**config.mk**
```make
export PLATFORM = sky130hd
export DESIGN_NAME = text_banner_ctrl_flat
export DESIGN_NICKNAME = d
export VERILOG_FILES = /design/src/rtl/text_banner_ctrl_if.sv /design/src/rtl/text_banner_ctrl.sv /design/src/flat_wrapper.sv
export SDC_FILE = /design/constraint.sdc
export NUM_CORES = 1
export LEC_CHECK = 0
export ABC_AREA = 1
export CAP_MARGIN = 15
export CORE_AREA = 10 10 104 106
export DETAILED_ROUTE_END_ITERATION = 10
export DIE_AREA = 0 0 114 116
export MAX_ROUTING_LAYER = met4
export PLACE_DENSITY = 0.58
export REMOVE_ABC_BUFFERS = 1
export SYNTH_ARGS = -nofsm -noshare
export SYNTH_HDL_FRONTEND = slang
export SYNTH_SLANG_ARGS = --single-unit
```
**constraint.sdc**
```tcl
create_clock -name clk -period 2.07 [get_ports clk]
set_input_delay 0.621 -clock clk [delete_from_list [all_inputs] [get_ports clk]]
set_output_delay 0.621 -clock clk [all_outputs]
set_load 0.01 [all_outputs]
```
**src/rtl/text_banner_ctrl_if.sv**
```systemverilog
// text_banner_ctrl_if: control requests, pixel coordinates and glyph-renderer
// outputs shared by the banner controller and its neighbours.
`default_nettype none

interface text_banner_ctrl_if;
  logic        frame_tick;
  logic        show_req;
  logic [1:0]  msg_sel;
  logic        cancel;
  logic [9:0]  x;
  logic [9:0]  y;
  logic [4:0]  char_code;
  logic [31:0] start_x;
  logic [31:0] start_y;
  logic        active;
  logic        busy;
  logic        done;

  modport slave (
    input  frame_tick, show_req, msg_sel, cancel, x, y,
    output char_code, start_x, start_y, active, busy, done
  );

  modport master (
    output frame_tick, show_req, msg_sel, cancel, x, y,
    input  char_code, start_x, start_y, active, busy, done
  );
endinterface

`default_nettype wire

```
**src/rtl/text_banner_ctrl.sv**
```systemverilog
// text_banner_ctrl: message ROM plus reveal/blink sequencer driving a shared
// glyph renderer with a registered per-pixel slot/char/active path.
`default_nettype none

module text_banner_ctrl #(
  parameter int BANNER_X      = 192,
  parameter int BANNER_Y      = 220,
  parameter int CHAR_PITCH    = 32,
  parameter int MAX_LEN       = 8,
  parameter int REVEAL_FRAMES = 6,
  parameter int BLINK_FRAMES  = 30,
  parameter int HOLD_BLINKS   = 4
) (
  input  logic               clk,
  input  logic               reset,
  text_banner_ctrl_if.slave  bus
);

  localparam int SHIFT = $clog2(CHAR_PITCH);
  localparam int RW    = $clog2(MAX_LEN + 1);
  localparam int FMAX  = (REVEAL_FRAMES > BLINK_FRAMES) ? REVEAL_FRAMES : BLINK_FRAMES;
  localparam int FW    = $clog2(FMAX + 1);
  localparam int TW    = $clog2(2 * HOLD_BLINKS + 1);

  // Glyph codes: 0 blank, 1..26 = A..Z, 27 = '1', 28 = '2'
  localparam logic [4:0] MSG_ROM [0:3][0:7] = '{
    '{5'd16, 5'd27, 5'd0, 5'd23, 5'd9,  5'd14, 5'd19, 5'd0},
    '{5'd16, 5'd28, 5'd0, 5'd23, 5'd9,  5'd14, 5'd19, 5'd0},
    '{5'd18, 5'd5,  5'd1, 5'd4,  5'd25, 5'd0,  5'd0,  5'd0},
    '{5'd16, 5'd1,  5'd21, 5'd19, 5'd5, 5'd0,  5'd0,  5'd0}
  };

  typedef enum logic [1:0] {S_IDLE, S_REVEAL, S_HOLD, S_DONE} state_t;

  state_t          state_q, state_d;
  logic [1:0]      msg_q, msg_d;
  logic [RW-1:0]   reveal_cnt_q, reveal_cnt_d, msg_len;
  logic [FW-1:0]   frame_cnt_q, frame_cnt_d;
  logic [TW-1:0]   toggle_cnt_q, toggle_cnt_d;
  logic            blink_on_q, blink_on_d;
  logic            done_q, done_d;
  logic            busy_q, busy_d;
  logic            active_q, active_d;
  logic [4:0]      char_code_q, char_code_d;
  logic [31:0]     start_x_q, start_x_d;

  logic [10:0]     dx, slot;
  logic            in_band;

  assign msg_len = msg_q[1] ? RW'(5) : RW'(7);

  always_comb begin
    state_d      = state_q;
    msg_d        = msg_q;
    reveal_cnt_d = reveal_cnt_q;
    frame_cnt_d  = frame_cnt_q;
    toggle_cnt_d = toggle_cnt_q;
    blink_on_d   = blink_on_q;

    case (state_q)
      S_IDLE: begin
        if (bus.show_req) begin
          msg_d        = bus.msg_sel;
          reveal_cnt_d = '0;
          frame_cnt_d  = '0;
          state_d      = S_REVEAL;
        end
      end
      S_REVEAL: begin
        if (bus.frame_tick) begin
          if (frame_cnt_q == FW'(REVEAL_FRAMES - 1)) begin
            frame_cnt_d  = '0;
            reveal_cnt_d = reveal_cnt_q + 1'b1;
            if (reveal_cnt_d == msg_len) begin
              state_d      = S_HOLD;
              blink_on_d   = 1'b1;
              toggle_cnt_d = '0;
            end
          end else begin
            frame_cnt_d = frame_cnt_q + 1'b1;
          end
        end
      end
      S_HOLD: begin
        if (bus.frame_tick) begin
          if (frame_cnt_q == FW'(BLINK_FRAMES - 1)) begin
            frame_cnt_d  = '0;
            blink_on_d   = ~blink_on_q;
            toggle_cnt_d = toggle_cnt_q + 1'b1;
            if (toggle_cnt_d == TW'(2 * HOLD_BLINKS))
              state_d = S_DONE;
          end else begin
            frame_cnt_d = frame_cnt_q + 1'b1;
          end
        end
      end
      default: begin
        reveal_cnt_d = '0;
        state_d      = S_IDLE;
      end
    endcase

    // cancel overrides everything, including a same-cycle show_req
    if (bus.cancel) begin
      state_d      = S_IDLE;
      reveal_cnt_d = '0;
      frame_cnt_d  = '0;
      toggle_cnt_d = '0;
      blink_on_d   = 1'b1;
    end

    done_d = (state_d == S_DONE);
    busy_d = (state_d != S_IDLE);
  end

  always_comb begin
    dx          = {1'b0, bus.x} - 11'(BANNER_X);
    slot        = dx >> SHIFT;
    in_band     = ({1'b0, bus.x} >= 11'(BANNER_X)) && (slot < 11'(MAX_LEN)) &&
                  ({1'b0, bus.y} >= 11'(BANNER_Y)) && ({1'b0, bus.y} < 11'(BANNER_Y + 40));
    start_x_d   = 32'(BANNER_X) + (32'(slot) << SHIFT);
    char_code_d = 5'd0;
    if (in_band && (slot < 11'd8))
      char_code_d = MSG_ROM[msg_q][slot[2:0]];
    active_d    = in_band && (slot < 11'(reveal_cnt_q)) && (char_code_d != 5'd0) &&
                  blink_on_q && ((state_q == S_REVEAL) || (state_q == S_HOLD)) &&
                  !bus.cancel;
  end

  always_ff @(posedge clk or posedge reset) begin
    if (reset) begin
      state_q      <= S_IDLE;
      msg_q        <= 2'd0;
      reveal_cnt_q <= '0;
      frame_cnt_q  <= '0;
      toggle_cnt_q <= '0;
      blink_on_q   <= 1'b1;
      done_q       <= 1'b0;
      busy_q       <= 1'b0;
      active_q     <= 1'b0;
      char_code_q  <= 5'd0;
      start_x_q    <= 32'(BANNER_X);
    end else begin
      state_q      <= state_d;
      msg_q        <= msg_d;
      reveal_cnt_q <= reveal_cnt_d;
      frame_cnt_q  <= frame_cnt_d;
      toggle_cnt_q <= toggle_cnt_d;
      blink_on_q   <= blink_on_d;
      done_q       <= done_d;
      busy_q       <= busy_d;
      active_q     <= active_d;
      char_code_q  <= char_code_d;
      start_x_q    <= start_x_d;
    end
  end

  assign bus.char_code = char_code_q;
  assign bus.start_x   = start_x_q;
  assign bus.start_y   = 32'(BANNER_Y);
  assign bus.active    = active_q;
  assign bus.busy      = busy_q;
  assign bus.done      = done_q;

endmodule

`default_nettype wire

```
**src/flat_wrapper.sv**
```systemverilog
// flat-port wrapper written by rule: the top's interface ports become plain ports
module text_banner_ctrl_flat 
#(
  parameter int BANNER_X      = 192,
  parameter int BANNER_Y      = 220,
  parameter int CHAR_PITCH    = 32,
  parameter int MAX_LEN       = 8,
  parameter int REVEAL_FRAMES = 6,
  parameter int BLINK_FRAMES  = 30,
  parameter int HOLD_BLINKS   = 4
)
  (clk, reset, bus_frame_tick, bus_show_req, bus_msg_sel, bus_cancel, bus_x, bus_y, bus_char_code, bus_start_x, bus_start_y, bus_active, bus_busy, bus_done);
  text_banner_ctrl_if bus_i ();
  input  logic clk;
  input  logic reset;
  input wire logic [$bits(bus_i.frame_tick)-1:0] bus_frame_tick;
  input wire logic [$bits(bus_i.show_req)-1:0] bus_show_req;
  input wire logic [$bits(bus_i.msg_sel)-1:0] bus_msg_sel;
  input wire logic [$bits(bus_i.cancel)-1:0] bus_cancel;
  input wire logic [$bits(bus_i.x)-1:0] bus_x;
  input wire logic [$bits(bus_i.y)-1:0] bus_y;
  output wire logic [$bits(bus_i.char_code)-1:0] bus_char_code;
  output wire logic [$bits(bus_i.start_x)-1:0] bus_start_x;
  output wire logic [$bits(bus_i.start_y)-1:0] bus_start_y;
  output wire logic [$bits(bus_i.active)-1:0] bus_active;
  output wire logic [$bits(bus_i.busy)-1:0] bus_busy;
  output wire logic [$bits(bus_i.done)-1:0] bus_done;
  assign bus_i.frame_tick = bus_frame_tick;
  assign bus_i.show_req = bus_show_req;
  assign bus_i.msg_sel = bus_msg_sel;
  assign bus_i.cancel = bus_cancel;
  assign bus_i.x = bus_x;
  assign bus_i.y = bus_y;
  assign bus_char_code = bus_i.char_code;
  assign bus_start_x = bus_i.start_x;
  assign bus_start_y = bus_i.start_y;
  assign bus_active = bus_i.active;
  assign bus_busy = bus_i.busy;
  assign bus_done = bus_i.done;
  text_banner_ctrl #(.BANNER_X(BANNER_X), .BANNER_Y(BANNER_Y), .CHAR_PITCH(CHAR_PITCH), .MAX_LEN(MAX_LEN), .REVEAL_FRAMES(REVEAL_FRAMES), .BLINK_FRAMES(BLINK_FRAMES), .HOLD_BLINKS(HOLD_BLINKS)) u_core (.clk(clk), .reset(reset), .bus(bus_i));
endmodule
```
==> flow_metrics.env <==
export IMPL_grt_use_total_pct=9.257
export IMPL_grt_start_max_net_pins=34
export IMPL_hp_start="u_core.blink_on_q"
export IMPL_synthDistinctLibCells=32
export IMPL_antenna_found_initial=0
export IMPL_drive_gt1_share_pct=15.04
export IMPL_synth_area_leader_cell="dfrtp_1"
export IMPL_async_reset_ff_share_pct=100.0
export IMPL_ant_nets=0
export IMPL_finalSetupTns_ns=0
export IMPL_crit_path_end_kind="output port"
export IMPL_final_cells=507
export IMPL_worst_r2r_path_depth=8
export IMPL_grt_setup_unrepaired="no"
export IMPL_gp_congestion=0.8274
export IMPL_fillers=950
export IMPL_ys_top_cells_by_area="dfrtp_1 (29%), buf_4 (17%), ha_1 (8.8%), nand2_1 (7.9%), inv_1 (5.6%)"
export IMPL_seqCellArea_um2=829.5
export IMPL_clock_path_buffers=2
export IMPL_grt_pass1_vias=2210
export IMPL_dpl_cell_area_mm2=0.002984
export IMPL_ir_drop_mv=0.2611
export IMPL_multiInputGateArea_mm2=0.001339
export IMPL_finClkSkew_ns=0.007058
export IMPL_cpPeakStageDelay_ns=0.54
export IMPL_clkSlewWorstSetupHoldPaths_ns=0.06
export IMPL_ys_ff_latch=33
export IMPL_die_area_mm2=0.01322
export IMPL_grt_overflow=0
export IMPL_synth_edf_count=0
export IMPL_vias_per_cell=4.138
export IMPL_path_class="flip-flop to output port"
export IMPL_portBuffers=34
export IMPL_cap_viol_max_count=0
export IMPL_holdPathEnd="u_core.blink_on_q"
export IMPL_ys_warn_count=0
export IMPL_cts_tree="yes"
export IMPL_fin_crit_ns=1.962
export IMPL_area_delta_synth_final_pct=21.10
export IMPL_antenna_cells=0
export IMPL_fin_crit_sh_pct=94.78
export IMPL_fmax_mhz=509.7
export IMPL_cts_hold_buffers=0
export IMPL_crit_fanout=1
export IMPL_worstPathRequired_ns=1.45
export IMPL_setup_viol=0
export IMPL_coreArea_mm2=0.008678
export IMPL_io_pins=99
export IMPL_crit_path_start_kind="flip-flop"
export IMPL_std_cell_rows=34
export IMPL_crit_chain="clkdlybuf4s50_1"
export IMPL_hpwl_mm=4.768
export IMPL_yosys_most_used_dff="dfrtp_1"
export IMPL_hold_ws_ns=0.4731
export IMPL_dr_first_iter_drc_count=70
export IMPL_vias=2098
export IMPL_ys_seq_area_share_pct=32.45
export IMPL_grt_pass1_wl_mm=9.949
export IMPL_hp_class="flip-flop to flip-flop"
export IMPL_slowest_stage="clkdlybuf4s50_1"
export IMPL_syn_inst=337
export IMPL_die_y_um=116
export IMPL_p_per_area_mw_per_mm2=539.1
export IMPL_drt_first_pass_iters=4
export IMPL_slew_violations=0
export IMPL_synth_top_area_share_pct=29.37
export IMPL_initial_utilization_pct=29.46
export IMPL_cts_buffers_inserted=5
export IMPL_synthTopCellsByCount="buf_4 (57), nand2_1 (54), inv_1 (38)"
export IMPL_status="finished, final reports clean"
export IMPL_cts_root_buffer="clkbuf_8"
export IMPL_hold_viol=0
export IMPL_die_w_um=114
export IMPL_routedWlPerCell_um=11.49
export IMPL_cp_buffers_inverters=1
export IMPL_wirelength_mm=5.823
export IMPL_rr_startpoint="u_core.state_q[0]"
export IMPL_clock_sinks=33
export IMPL_htree_levels=2
export IMPL_nets=443
export IMPL_dpl_cell_count=499
export IMPL_cp_top_family="buffers and inverters"
export IMPL_drc_errors=0
export IMPL_r2r_end="u_core.frame_cnt_q[4]"
export IMPL_ff2ff_setup_slack_ns=0.36
export IMPL_power_leakage_nw=1.609
export IMPL_hold_path_depth=2
export IMPL_clkLatencyLatePin_ns=0.28
export IMPL_cp_arrival_ns=1.34
export IMPL_synth_area_per_cell_um2=7.585
export IMPL_fin_area_mm2=0.003095
export IMPL_yosysMostFrequentCell="buf_4"
export IMPL_syn_area_mm2=0.002556
[where the power goes]
group | total (mW) | switching [mW] | internal [mW]
Sequential | 0.695 | 0.0182 | 0.677
Combinational | 0.466 | 0.274 | 0.192
Clock | 0.508 | 0.237 | 0.271
Total | 1.67 | 0.529 | 1.14
[layout by cell type (no fill, tap or decap), drive strengths merged]
master and instances:
nand2 62, conb 57, inv 44, nor2 36
clkdlybuf4s50 32, dfrtp 30, nand3 29, buf 25
ha 18, o21ai 17, a21oi 13, clkbuf 8
nor3 5, xnor2 3, xor2 3, o31ai 3
dfstp 3, nand4 2, nor3b 2, o21a 2
dlymetal6s2s 2, nand3b 1, o22ai 1, a21boi 1
[layer usage]
metal	up-vias	wire length, µm	global-route usage, %
met5	-	0	-
met2	71	2811	15.22
met3	5	318	2.584
li1	1072	-	-
met1	950	2622	10.68
met4	0	70	3.008
[metrics by stage]
| step | utilization, % | power (mW) | worst slack [ns] |
|---|---|---|---|
| floorplan | - | 0.9717 | 0.2624 |
| detailed placement | 34.39 | 1.166 | -0.3872 |
| CTS | 35.51 | 1.694 | 0.002695 |
| finish | 35.67 | 1.669 | 0.1081 |
| global route | 35.67 | 1.795 | 0.04710 |
| global placement | 34.39 | 1.156 | -0.3066 |
[sequential cells by signal (all words and copies together), names as in the netlist]
signal                count
u_core.reveal_cnt_q       4
u_core.blink_on_q         1
u_core.bus.active         1
u_core.bus.char_code      5
u_core.bus.done           1
u_core.msg_q              2
u_core.frame_cnt_q        5
u_core.state_q            2
u_core.bus.start_x        7
u_core.bus.busy           1
u_core.toggle_cnt_q       4
[cell families after synthesis]
logic type | count (synthesis) | synth area share [%]
compound gates | 37 | 8.028
xor+xnor | 6 | 2.056
other cells | 2 | 0.2938
simple gates | 137 | 24.62
fa+ha+maj | 18 | 8.811
flops | 33 | 32.45
buf+inv | 104 | 23.74
[how the worst max path moves through the flow]
stage                          startpoint                end  slack, ns  depth (start not counted)
floorplan                        bus_x[6]  u_core.bus.active       0.26                          7
global placement                 bus_x[6]  u_core.bus.active      -0.31                         12
CTS                              bus_x[6]  u_core.bus.active      0.003                         12
global route        u_core.bus.start_x[6]     bus_start_x[6]       0.05                          1
finish              u_core.bus.start_x[6]     bus_start_x[6]       0.11                          1
detailed placement               bus_x[6]  u_core.bus.active      -0.39                         12
[final cells by class]
cell class,count,share of cell area (%)
timing repair buffer,59,17.34
inverter,44,5.335
multi-input combinational,255,43.25
tap,108,4.365
clock buffer,8,2.910
sequential,33,26.80
[what timing repair did]
item / 4_1_cts / 5_1_grt
pin swaps: 0 / 3
resized for setup: 2 / 5
setup endpoints to repair: 1 / 4
buffers inserted: 0 / 0
(Power assumes the default switching activity.)
